[src/rtl/conv_mem_loader_if.sv]
// Byte-stream and weight-memory bus of the conv1d parameter loader.
//   byte_i/byte_valid_i/byte_last_i : parameter byte stream into the loader
//   byte_ready_o                    : loader accepts byte_i this cycle
//   wr_en_o/rd_en_o                 : memory strobes towards conv1d
//   rd_wr_bank_o/rd_wr_addr_o       : target bank (0-2 weights, 3 bias) and address
//   wr_data_o                       : assembled write word
// The _i/_o suffixes are seen from the loader; the master modport is the loader side.
interface conv_mem_loader_if #(
    parameter int unsigned COLUMN_LEN  = 13,
    parameter int unsigned NUM_FILTERS = 8
) ();
    localparam int unsigned VECTOR_BW = 8 * COLUMN_LEN;
    localparam int unsigned ADDR_BW   = $clog2(NUM_FILTERS);
    localparam int unsigned BANK_BW   = 2;

    logic [7:0]           byte_i;
    logic                 byte_valid_i;
    logic                 byte_last_i;
    logic                 byte_ready_o;
    logic                 wr_en_o;
    logic                 rd_en_o;
    logic [BANK_BW-1:0]   rd_wr_bank_o;
    logic [ADDR_BW-1:0]   rd_wr_addr_o;
    logic [VECTOR_BW-1:0] wr_data_o;

    modport master (
        input  byte_i, byte_valid_i, byte_last_i,
        output byte_ready_o, wr_en_o, rd_en_o, rd_wr_bank_o, rd_wr_addr_o, wr_data_o
    );

    modport slave (
        output byte_i, byte_valid_i, byte_last_i,
        input  byte_ready_o, wr_en_o, rd_en_o, rd_wr_bank_o, rd_wr_addr_o, wr_data_o
    );
endinterface

[src/rtl/conv_mem_loader.sv]
// Loads conv1d weights and biases from a byte stream into the banked weight memory.
// Bytes are packed little-endian into words (COLUMN_LEN bytes for weight banks 0-2,
// 4 bytes for bias bank 3) and written in order bank 0..3, addr 0..NUM_FILTERS-1.
//   clk_i    : clock, rising edge
//   rst_n_i  : synchronous active-low reset
//   start_i  : begin a load sequence (honoured only when idle)
//   bus      : byte stream in, memory write bus out (conv_mem_loader_if.master)
//   busy_o   : sequence in progress (collecting or writing)
//   done_o   : one-cycle pulse at the end of a sequence
//   error_o  : sticky framing error, cleared by start_i or reset
module conv_mem_loader #(
    parameter int unsigned COLUMN_LEN  = 13,
    parameter int unsigned NUM_FILTERS = 8
) (
    input  logic                      clk_i,
    input  logic                      rst_n_i,
    input  logic                      start_i,
    conv_mem_loader_if.master         bus,
    output logic                      busy_o,
    output logic                      done_o,
    output logic                      error_o
);
    localparam int unsigned VECTOR_BW = 8 * COLUMN_LEN;
    localparam int unsigned ADDR_BW   = $clog2(NUM_FILTERS);
    localparam int unsigned BANK_BW   = 2;
    localparam int unsigned LANE_BW   = $clog2(COLUMN_LEN);

    localparam logic [1:0] StIdle    = 2'd0;
    localparam logic [1:0] StCollect = 2'd1;
    localparam logic [1:0] StWrite   = 2'd2;
    localparam logic [1:0] StDone    = 2'd3;

    localparam logic [BANK_BW-1:0] BiasBank     = 2'd3;
    localparam logic [ADDR_BW-1:0] LastAddr     = ADDR_BW'(NUM_FILTERS - 1);
    localparam logic [LANE_BW-1:0] LastLane     = LANE_BW'(COLUMN_LEN - 1);
    localparam logic [LANE_BW-1:0] BiasLastLane = LANE_BW'(3);

    logic [1:0]           state_q, state_d;
    logic [BANK_BW-1:0]   bank_q, bank_d;
    logic [ADDR_BW-1:0]   addr_q, addr_d;
    logic [LANE_BW-1:0]   lane_q, lane_d;
    logic [VECTOR_BW-1:0] word_q, word_d;
    logic                 error_q, error_d;
    logic                 abort_q, abort_d;
    // Bus outputs are registered separately so they hold the last write while the
    // working counters and word register move on to the next word.
    logic [BANK_BW-1:0]   out_bank_q, out_bank_d;
    logic [ADDR_BW-1:0]   out_addr_q, out_addr_d;
    logic [VECTOR_BW-1:0] out_data_q, out_data_d;

    logic accept;
    logic word_end;
    logic stream_end;

    assign accept     = bus.byte_valid_i && (state_q == StCollect);
    assign word_end   = (bank_q == BiasBank) ? (lane_q == BiasLastLane) : (lane_q == LastLane);
    assign stream_end = word_end && (bank_q == BiasBank) && (addr_q == LastAddr);

    always_comb begin
        state_d    = state_q;
        bank_d     = bank_q;
        addr_d     = addr_q;
        lane_d     = lane_q;
        word_d     = word_q;
        error_d    = error_q;
        abort_d    = abort_q;
        out_bank_d = out_bank_q;
        out_addr_d = out_addr_q;
        out_data_d = out_data_q;

        case (state_q)
            StIdle: begin
                if (start_i) begin
                    state_d = StCollect;
                    bank_d  = '0;
                    addr_d  = '0;
                    lane_d  = '0;
                    word_d  = '0;
                    error_d = 1'b0;
                    abort_d = 1'b0;
                end
            end
            StCollect: begin
                if (accept) begin
                    word_d[8*lane_q +: 8] = bus.byte_i;
                    if (bus.byte_last_i && !stream_end) begin
                        // Early end of stream: flush the zero-padded partial word.
                        error_d = 1'b1;
                        abort_d = 1'b1;
                        state_d = StWrite;
                    end else if (word_end) begin
                        if (stream_end && !bus.byte_last_i) begin
                            error_d = 1'b1;
                        end
                        state_d = StWrite;
                    end else begin
                        lane_d = lane_q + 1'b1;
                    end
                    if (state_d == StWrite) begin
                        out_bank_d = bank_q;
                        out_addr_d = addr_q;
                        out_data_d = word_d;
                    end
                end
            end
            StWrite: begin
                lane_d = '0;
                word_d = '0;
                if (abort_q || ((bank_q == BiasBank) && (addr_q == LastAddr))) begin
                    state_d = StDone;
                end else begin
                    state_d = StCollect;
                    if (addr_q == LastAddr) begin
                        addr_d = '0;
                        bank_d = bank_q + 1'b1;
                    end else begin
                        addr_d = addr_q + 1'b1;
                    end
                end
            end
            default: begin
                state_d = StIdle;
            end
        endcase
    end

    always_ff @(posedge clk_i) begin
        if (!rst_n_i) begin
            state_q    <= StIdle;
            bank_q     <= '0;
            addr_q     <= '0;
            lane_q     <= '0;
            word_q     <= '0;
            error_q    <= 1'b0;
            abort_q    <= 1'b0;
            out_bank_q <= '0;
            out_addr_q <= '0;
            out_data_q <= '0;
        end else begin
            state_q    <= state_d;
            bank_q     <= bank_d;
            addr_q     <= addr_d;
            lane_q     <= lane_d;
            word_q     <= word_d;
            error_q    <= error_d;
            abort_q    <= abort_d;
            out_bank_q <= out_bank_d;
            out_addr_q <= out_addr_d;
            out_data_q <= out_data_d;
        end
    end

    assign bus.byte_ready_o = (state_q == StCollect);
    assign bus.wr_en_o      = (state_q == StWrite);
    assign bus.rd_en_o      = 1'b0;
    assign bus.rd_wr_bank_o = out_bank_q;
    assign bus.rd_wr_addr_o = out_addr_q;
    assign bus.wr_data_o    = out_data_q;
    assign busy_o           = (state_q == StCollect) || (state_q == StWrite);
    assign done_o           = (state_q == StDone);
    assign error_o          = error_q;
endmodule
[src/flat_wrapper.sv]
// flat-port wrapper written by rule: the top's interface ports become plain ports
module conv_mem_loader_flat 
#(
    parameter int unsigned COLUMN_LEN  = 13,
    parameter int unsigned NUM_FILTERS = 8
)
  (clk_i, rst_n_i, start_i, busy_o, done_o, error_o, bus_byte_i, bus_byte_valid_i, bus_byte_last_i, bus_byte_ready_o, bus_wr_en_o, bus_rd_en_o, bus_rd_wr_bank_o, bus_rd_wr_addr_o, bus_wr_data_o);
  conv_mem_loader_if #(.COLUMN_LEN(COLUMN_LEN), .NUM_FILTERS(NUM_FILTERS)) bus_i ();
  input  logic clk_i;
  input  logic rst_n_i;
  input  logic start_i;
  output logic busy_o;
  output logic done_o;
  output logic error_o;
  input wire logic [$bits(bus_i.byte_i)-1:0] bus_byte_i;
  input wire logic [$bits(bus_i.byte_valid_i)-1:0] bus_byte_valid_i;
  input wire logic [$bits(bus_i.byte_last_i)-1:0] bus_byte_last_i;
  output wire logic [$bits(bus_i.byte_ready_o)-1:0] bus_byte_ready_o;
  output wire logic [$bits(bus_i.wr_en_o)-1:0] bus_wr_en_o;
  output wire logic [$bits(bus_i.rd_en_o)-1:0] bus_rd_en_o;
  output wire logic [$bits(bus_i.rd_wr_bank_o)-1:0] bus_rd_wr_bank_o;
  output wire logic [$bits(bus_i.rd_wr_addr_o)-1:0] bus_rd_wr_addr_o;
  output wire logic [$bits(bus_i.wr_data_o)-1:0] bus_wr_data_o;
  assign bus_i.byte_i = bus_byte_i;
  assign bus_i.byte_valid_i = bus_byte_valid_i;
  assign bus_i.byte_last_i = bus_byte_last_i;
  assign bus_byte_ready_o = bus_i.byte_ready_o;
  assign bus_wr_en_o = bus_i.wr_en_o;
  assign bus_rd_en_o = bus_i.rd_en_o;
  assign bus_rd_wr_bank_o = bus_i.rd_wr_bank_o;
  assign bus_rd_wr_addr_o = bus_i.rd_wr_addr_o;
  assign bus_wr_data_o = bus_i.wr_data_o;
  conv_mem_loader #(.COLUMN_LEN(COLUMN_LEN), .NUM_FILTERS(NUM_FILTERS)) u_core (.clk_i(clk_i), .rst_n_i(rst_n_i), .start_i(start_i), .bus(bus_i), .busy_o(busy_o), .done_o(done_o), .error_o(error_o));
endmodule
[config.mk]
export PLATFORM = sky130hd
export DESIGN_NAME = conv_mem_loader_flat
export DESIGN_NICKNAME = d
export VERILOG_FILES = /design/src/rtl/conv_mem_loader_if.sv /design/src/rtl/conv_mem_loader.sv /design/src/flat_wrapper.sv
export SDC_FILE = /design/constraint.sdc
export NUM_CORES = 1
export LEC_CHECK = 0
export ABC_AREA = 1
export CORE_ASPECT_RATIO = 1.5
export CORE_MARGIN = 5
export CORE_UTILIZATION = 25
export DETAILED_ROUTE_END_ITERATION = 10
export GPL_TIMING_DRIVEN = 0
export MAX_ROUTING_LAYER = met4
export PLACE_DENSITY = 0.38
export SLEW_MARGIN = 20
export SYNTH_ARGS = -nofsm -noshare
export SYNTH_HDL_FRONTEND = slang
export SYNTH_SLANG_ARGS = --single-unit
[constraint.sdc]
create_clock -name clk_i -period 4.6 [get_ports clk_i]
set_input_delay 0.92 -clock clk_i [delete_from_list [all_inputs] [get_ports clk_i]]
set_output_delay 0.92 -clock clk_i [all_outputs]
set_load 0.005 [all_outputs]
; Yosys cells after proc, flatten, opt, wreduce, memory -nomap -nowiden
; Index checks and enable logic that the tools add are counted.
[op_classes]
shifts = 2
eq_ne = 17
bitwise_logic = 0
n_reduce_logical = 22
magnitude_cmp = 0
n_mul = 0
n_mux = 35
n_div = 0
add_sub_neg = 4
[ops]
columns = operator, count
row1 = $pmux W104 S3, 1
row2 = $mux W104, 2
row3 = $bwmux W104, 1
row4 = $shift A8 B34 Y104 const A, 1
row5 = $shiftx A8 B34 Y104, 1
row6 = $neg A7 Y34, 1
row7 = $mux W2, 10
row8 = $mux W4, 4
row9 = $pmux W4 S3, 1
row10 = $reduce_and A5 Y1, 2
row11 = $mux W3, 3
row12 = $reduce_and A3 Y1, 3
row13 = $eq A2 B2 Y1 const B, 4
row14 = $mux W1, 8
row15 = $ne A2 B2 Y1 const B, 4
row16 = $reduce_and A4 Y1, 2
row17 = $logic_and A1 B1 Y1, 6
row18 = $ne A2 B1 Y1 const B, 3
row19 = $ne A3 B1 Y1 const B, 2
row20 = $pmux W2 S3, 1
row21 = $pmux W3 S2, 1
row22 = $add A4 B1 Y4 const B, 1
row23 = $eq A4 B2 Y1 const B, 1
row24 = $eq A4 B4 Y1 const B, 1
row25 = 12 further kinds, 16
[totals]
ram_bits = 0
mem_bits_ro = 0
output_inout_bits = 115
inputBits = 13
register_bits = 226
memories = 0
latch_bits = 0
elab_cells = 90

; Longest topological paths before layout
[logic_depth]
ltp_word = 11
mapped_depth = 15
mapped_depth_nobuf = 14

; Worst setup path before layout
; No wires, ideal clock.
[synth_timing]
kind = register to register
startpoint = register u_core.lane_q[0]
endpoint = register u_core.out_data_q[85], in the netlist u_core.bus.wr_data_o[85]
arrival_ps = 1966
t_required_ps = 4491
period_less_slack_ps = 2074
setup_slack_ps = 2526
setup_ps = 109
path_buffers = 2
path_stages_with_launch = 13
path_cell_list = dfxtp_1 > nor2_1 > inv_1 > nor2_1 > ha_1 > inv_1 > clkbuf_1 > clkbuf_1 > nand4_1 > nand2_1 > nand2_1 > nand2_1 > inv_1
[synth_via]
elab_chain_cells = 11
word_cells_on_any_way = 17
classes_between = add/sub (1) / eq/ne (3) / shift (2) / mux (6) / reduce/logical (5)
[synth_lines]
columns = element, line_no
row1 = from (decl), conv_mem_loader.sv:41  ; logic [LANE_BW-1:0] lane_q, lane_d;
row2 = from (signal assigned), conv_mem_loader.sv:143  ; lane_q <= lane_d;
row3 = $eq A4 B4 Y1 or $eq A4 B2 Y1 (tied branches), conv_mem_loader.sv:56  ; assign word_end = (bank_q == BiasBank) ? (lane_q == BiasLastLane) : (lane_q == LastLane);
row4 = $mux W1, conv_mem_loader.sv:56
row5 = $logic_and A1 B1 Y1 (2 in series), conv_mem_loader.sv:57  ; assign stream_end = word_end && (bank_q == BiasBank) && (addr_q == LastAddr);
row6 = $logic_not A1 Y1, conv_mem_loader.sv:86  ; if (bus.byte_last_i && !stream_end) begin
row7 = $logic_and A1 B1 Y1, conv_mem_loader.sv:86
row8 = $mux W2, conv_mem_loader.sv:86
row9 = $mux W2, conv_mem_loader.sv:84  ; if (accept) begin
row10 = $mux W2, conv_mem_loader.sv:71  ; case (state_q)
row11 = $eq A2 B2 Y1, conv_mem_loader.sv:99  ; if (state_d == StWrite) begin
row12 = $reduce_and A3 Y1 (no source line), -
row13 = to (signal assigned), conv_mem_loader.sv:149  ; out_data_q <= out_data_d;
row14 = to (decl), conv_mem_loader.sv:49  ; logic [VECTOR_BW-1:0] out_data_q, out_data_d;
; Several ways; a longest one is shown, not always the timed one. The select of a mux whose other input is x is not followed.
; A chain may end at the register's enable or synchronous reset.

; Worst setup path after layout
[layout_timing]
startpoint = register u_core.lane_q[0]
endpoint = register u_core.out_data_q[89], in the netlist u_core.bus.wr_data_o[89]
; The elaborated chain is that of the path after synthesis.

==> run metrics <==
drt drc=0; sequential element share of the synthesized area=42.96%; f_max=~350 MHz; routed vias/inst=roughly 4.5; Final Instance Area=~13,000 um^2; max cap viols=0; slew margin rel.=39.27%; IO Pins=128; multi-input logic area=between 4000 and 5000 um^2; placed instance area=between 10,000 and 15,000 um^2; TritonCTS clock tree=built; Worst-Margin Slew=just over 0.9 ns; synthesized flop and latch total=226; Unique masters post-synth=28; fraction of layout cells with a size suffix above 1=6.472%; Hold Fails Final Rpt=0; Die Wd=between 150 and 200 um; CP required=a little over 5 ns; synth-to-layout area growth=26.93%; fin. max-slew vios=0; nets=about 1,800; CP arrival=~3.3 ns; initial antenna violation count=0; yosys warns=0; CP startpoint kind=flop; Setup Viol. Count Final=0; Final TNS setup=0 ns; row count=~90; worst hold path class=flop to flop; ANT nets after route=0; outcome=complete, no violations; register area=roughly 4500 um^2; Die Height=~260 um; WL final=between 40 and 50 mm; Static Leak=about 0.0053 uW; Clock Latency Late Sink=between 0.5 and 0.6 ns; largest net degree at the start of global routing=14; Total GRT Usage=approximately 17%; critical path class=flop to flop; GR Overflow Total=0; first-pass GRT wire length=between 50 and 60 mm; Synth Net Count=roughly 1,600; synthesized area=about 11,000 um^2; RSZ-0062 raised after global routing=false; Port Buffer Count=about 130; GPL Wtd Cong=~0.90; crit-path max FO=10; Root Driver=clkbuf_16; CTS Buf Count=26; Starting Density=between 20% and 30%; Core Area=between 40,000 and 50,000 um^2; # hold bufs at CTS=0; Avg Cell Area, Syn=between 6 and 7 um^2; post-CTS setup buffer count=0; clock slew at reported path FFs=roughly 0.070 ns; Power Dens Cells=about 460 nW/um^2; WL/cell=roughly 17 um; post_cts resized=0; vias in the first global route=between 9,000 and 10,000; estimated wirelength of the detail-placed design=between 30 and 40 mm; vias=roughly 10,000; Layout Skew=roughly 0.021 ns; CTS H-tree lvls=1; Final min period=roughly 2.9 ns; fill count=roughly 4,700; initial DRC count=527; clock sink total=around 230; First-pass DRT Iterations=7; clk buf depth=3; Setup crit end kind=flop; Worst VDD drop=around 0.19 mV; Synth Instances=~1,600; ANT cells=0; Final period util=62.11%; DIE AREA=around 46,000 um^2
## synth_stat cells
master    number  area [um^2]
nand4_2        1        12.51
nor2_4         5        56.30
buf_6          8        90.09
o21ai_0       69        345.3
a21oi_1      161        805.8
nor2_2         3        18.77
buf_4         15        112.6
buf_1         13        48.80
inv_1        162        608.1
inv_2          5        18.77
nor2_1       213        799.5
a211oi_1       1        7.510
nor3_1         1        5.000
o211a_1        1        10.01
nand3_2        5        50.05
o211ai_1       8        60.06
xor2_1         2        17.52
nand3_1      111        555.5
conb_1         1        3.750
nand4_1       36        225.2
buf_2         20        100.1
clkbuf_1      39        146.4
or2_2          1        6.260
dfxtp_1      226         4524
nand2_2        7        43.79
o21ai_1       32        160.2
nand2_1      416         1562
ha_1          11        137.6
## area by class of cell
class	count	area share [%]
Buffer	95	3.725
Tap cell	564	5.279
Clock buffer	34	5.316
Sequential cell	226	33.85
Multi-Input combinational cell	1085	36.52
Inverter	167	4.689
Timing Repair Buffer	125	9.360
Clock inverter	14	1.264
## flip-flops by register name (all words and copies together) (netlist names)
register and cells:
u_core.addr_q 3, u_core.word_q 104, u_core.bus.rd_wr_addr_o 3, u_core.bus.wr_data_o 104
u_core.bank_q 2, u_core.error_o 1, u_core.abort_q 1, u_core.lane_q 4
u_core.state_q 2, u_core.bus.rd_wr_bank_o 2
## stage by stage
step	instances	worst slack, ns	util [%]	power [uW]	hold slack, ns
floorplan	1573	2.526	-	3236	0.4389
global placement	2262	1.130	29.80	4067	0.4507
detailed placement	2262	1.135	29.80	4061	0.4550
CTS	2310	1.677	31.90	6286	0.4647
global route	2310	1.446	31.90	6527	0.4760
finish	2310	1.743	31.90	6160	0.4619
## final timing paths
check,startpoint,to,slack (ns),depth (start not counted)
max,u_core.lane_q[0],u_core.bus.wr_data_o[89],1.74,11
min,u_core.word_q[71],u_core.word_q[71],0.46,2
max reg2reg,u_core.lane_q[0],u_core.bus.wr_data_o[89],1.74,11
min reg2reg,u_core.word_q[71],u_core.word_q[71],0.46,2
## layout by cell type, fill, tap and decap left out, types with 11 or more instances in the layout
cell type / Yosys / layout
nand2_1: 416 / 416
dfxtp_1: 226 / 226
nor2_1: 213 / 213
inv_1: 162 / 162
a21oi_1: 161 / 161
clkdlybuf4s50_1: 0 / 125
nand3_1: 111 / 111
o21ai_0: 69 / 69
clkbuf_1: 39 / 44
nand4_1: 36 / 36
o21ai_1: 32 / 32
clkbuf_16: 0 / 26
buf_2: 20 / 20
buf_4: 15 / 15
buf_1: 13 / 13
ha_1: 11 / 11
## worst max-delay path, cell delays in order (launching register included)
cell      delay, ns
dfxtp_1        0.38
nor2_1         0.27
inv_1          0.07
nor2_1         0.11
ha_1           0.29
inv_1          0.13
clkbuf_1       0.40
nand3_2        0.32
inv_1          0.28
nand2_1        0.12
a21oi_1        0.32
nor2_1         0.06
## logic make-up (layout without fill, tap and decap cells)
kind of cell               after synthesis  in the layout  share of synthesized area [%]
DFF                                    226            226                          42.96
buffers and inverters                  262            435                          10.68
xor gates and xnor gates                 2              2                         0.1664
other                                    1              1                        0.03561
and+or+nand+nor                        799            799                          31.66
AOI/OAI and AO/OA                      272            272                          13.19
adders and majority gates               11             11                          1.307
## per-layer routing
metal | share of wire, % | global-route usage (%)
met1 | 41 | 19.61
met2 | 51 | 31.34
met3 | 4.2 | 2.585
met4 | 3.4 | 5.934
met5 | 0 | -
## power breakdown
group | switching (uW) | leakage [uW] | internal (uW)
registers | 90.2 | 0.00183 | 2110
logic | 1200 | 0.00303 | 590
clock network | 904 | 0.000417 | 1260
total | 2200 | 0.00527 | 3960
Power figures use the tool's default switching activity.
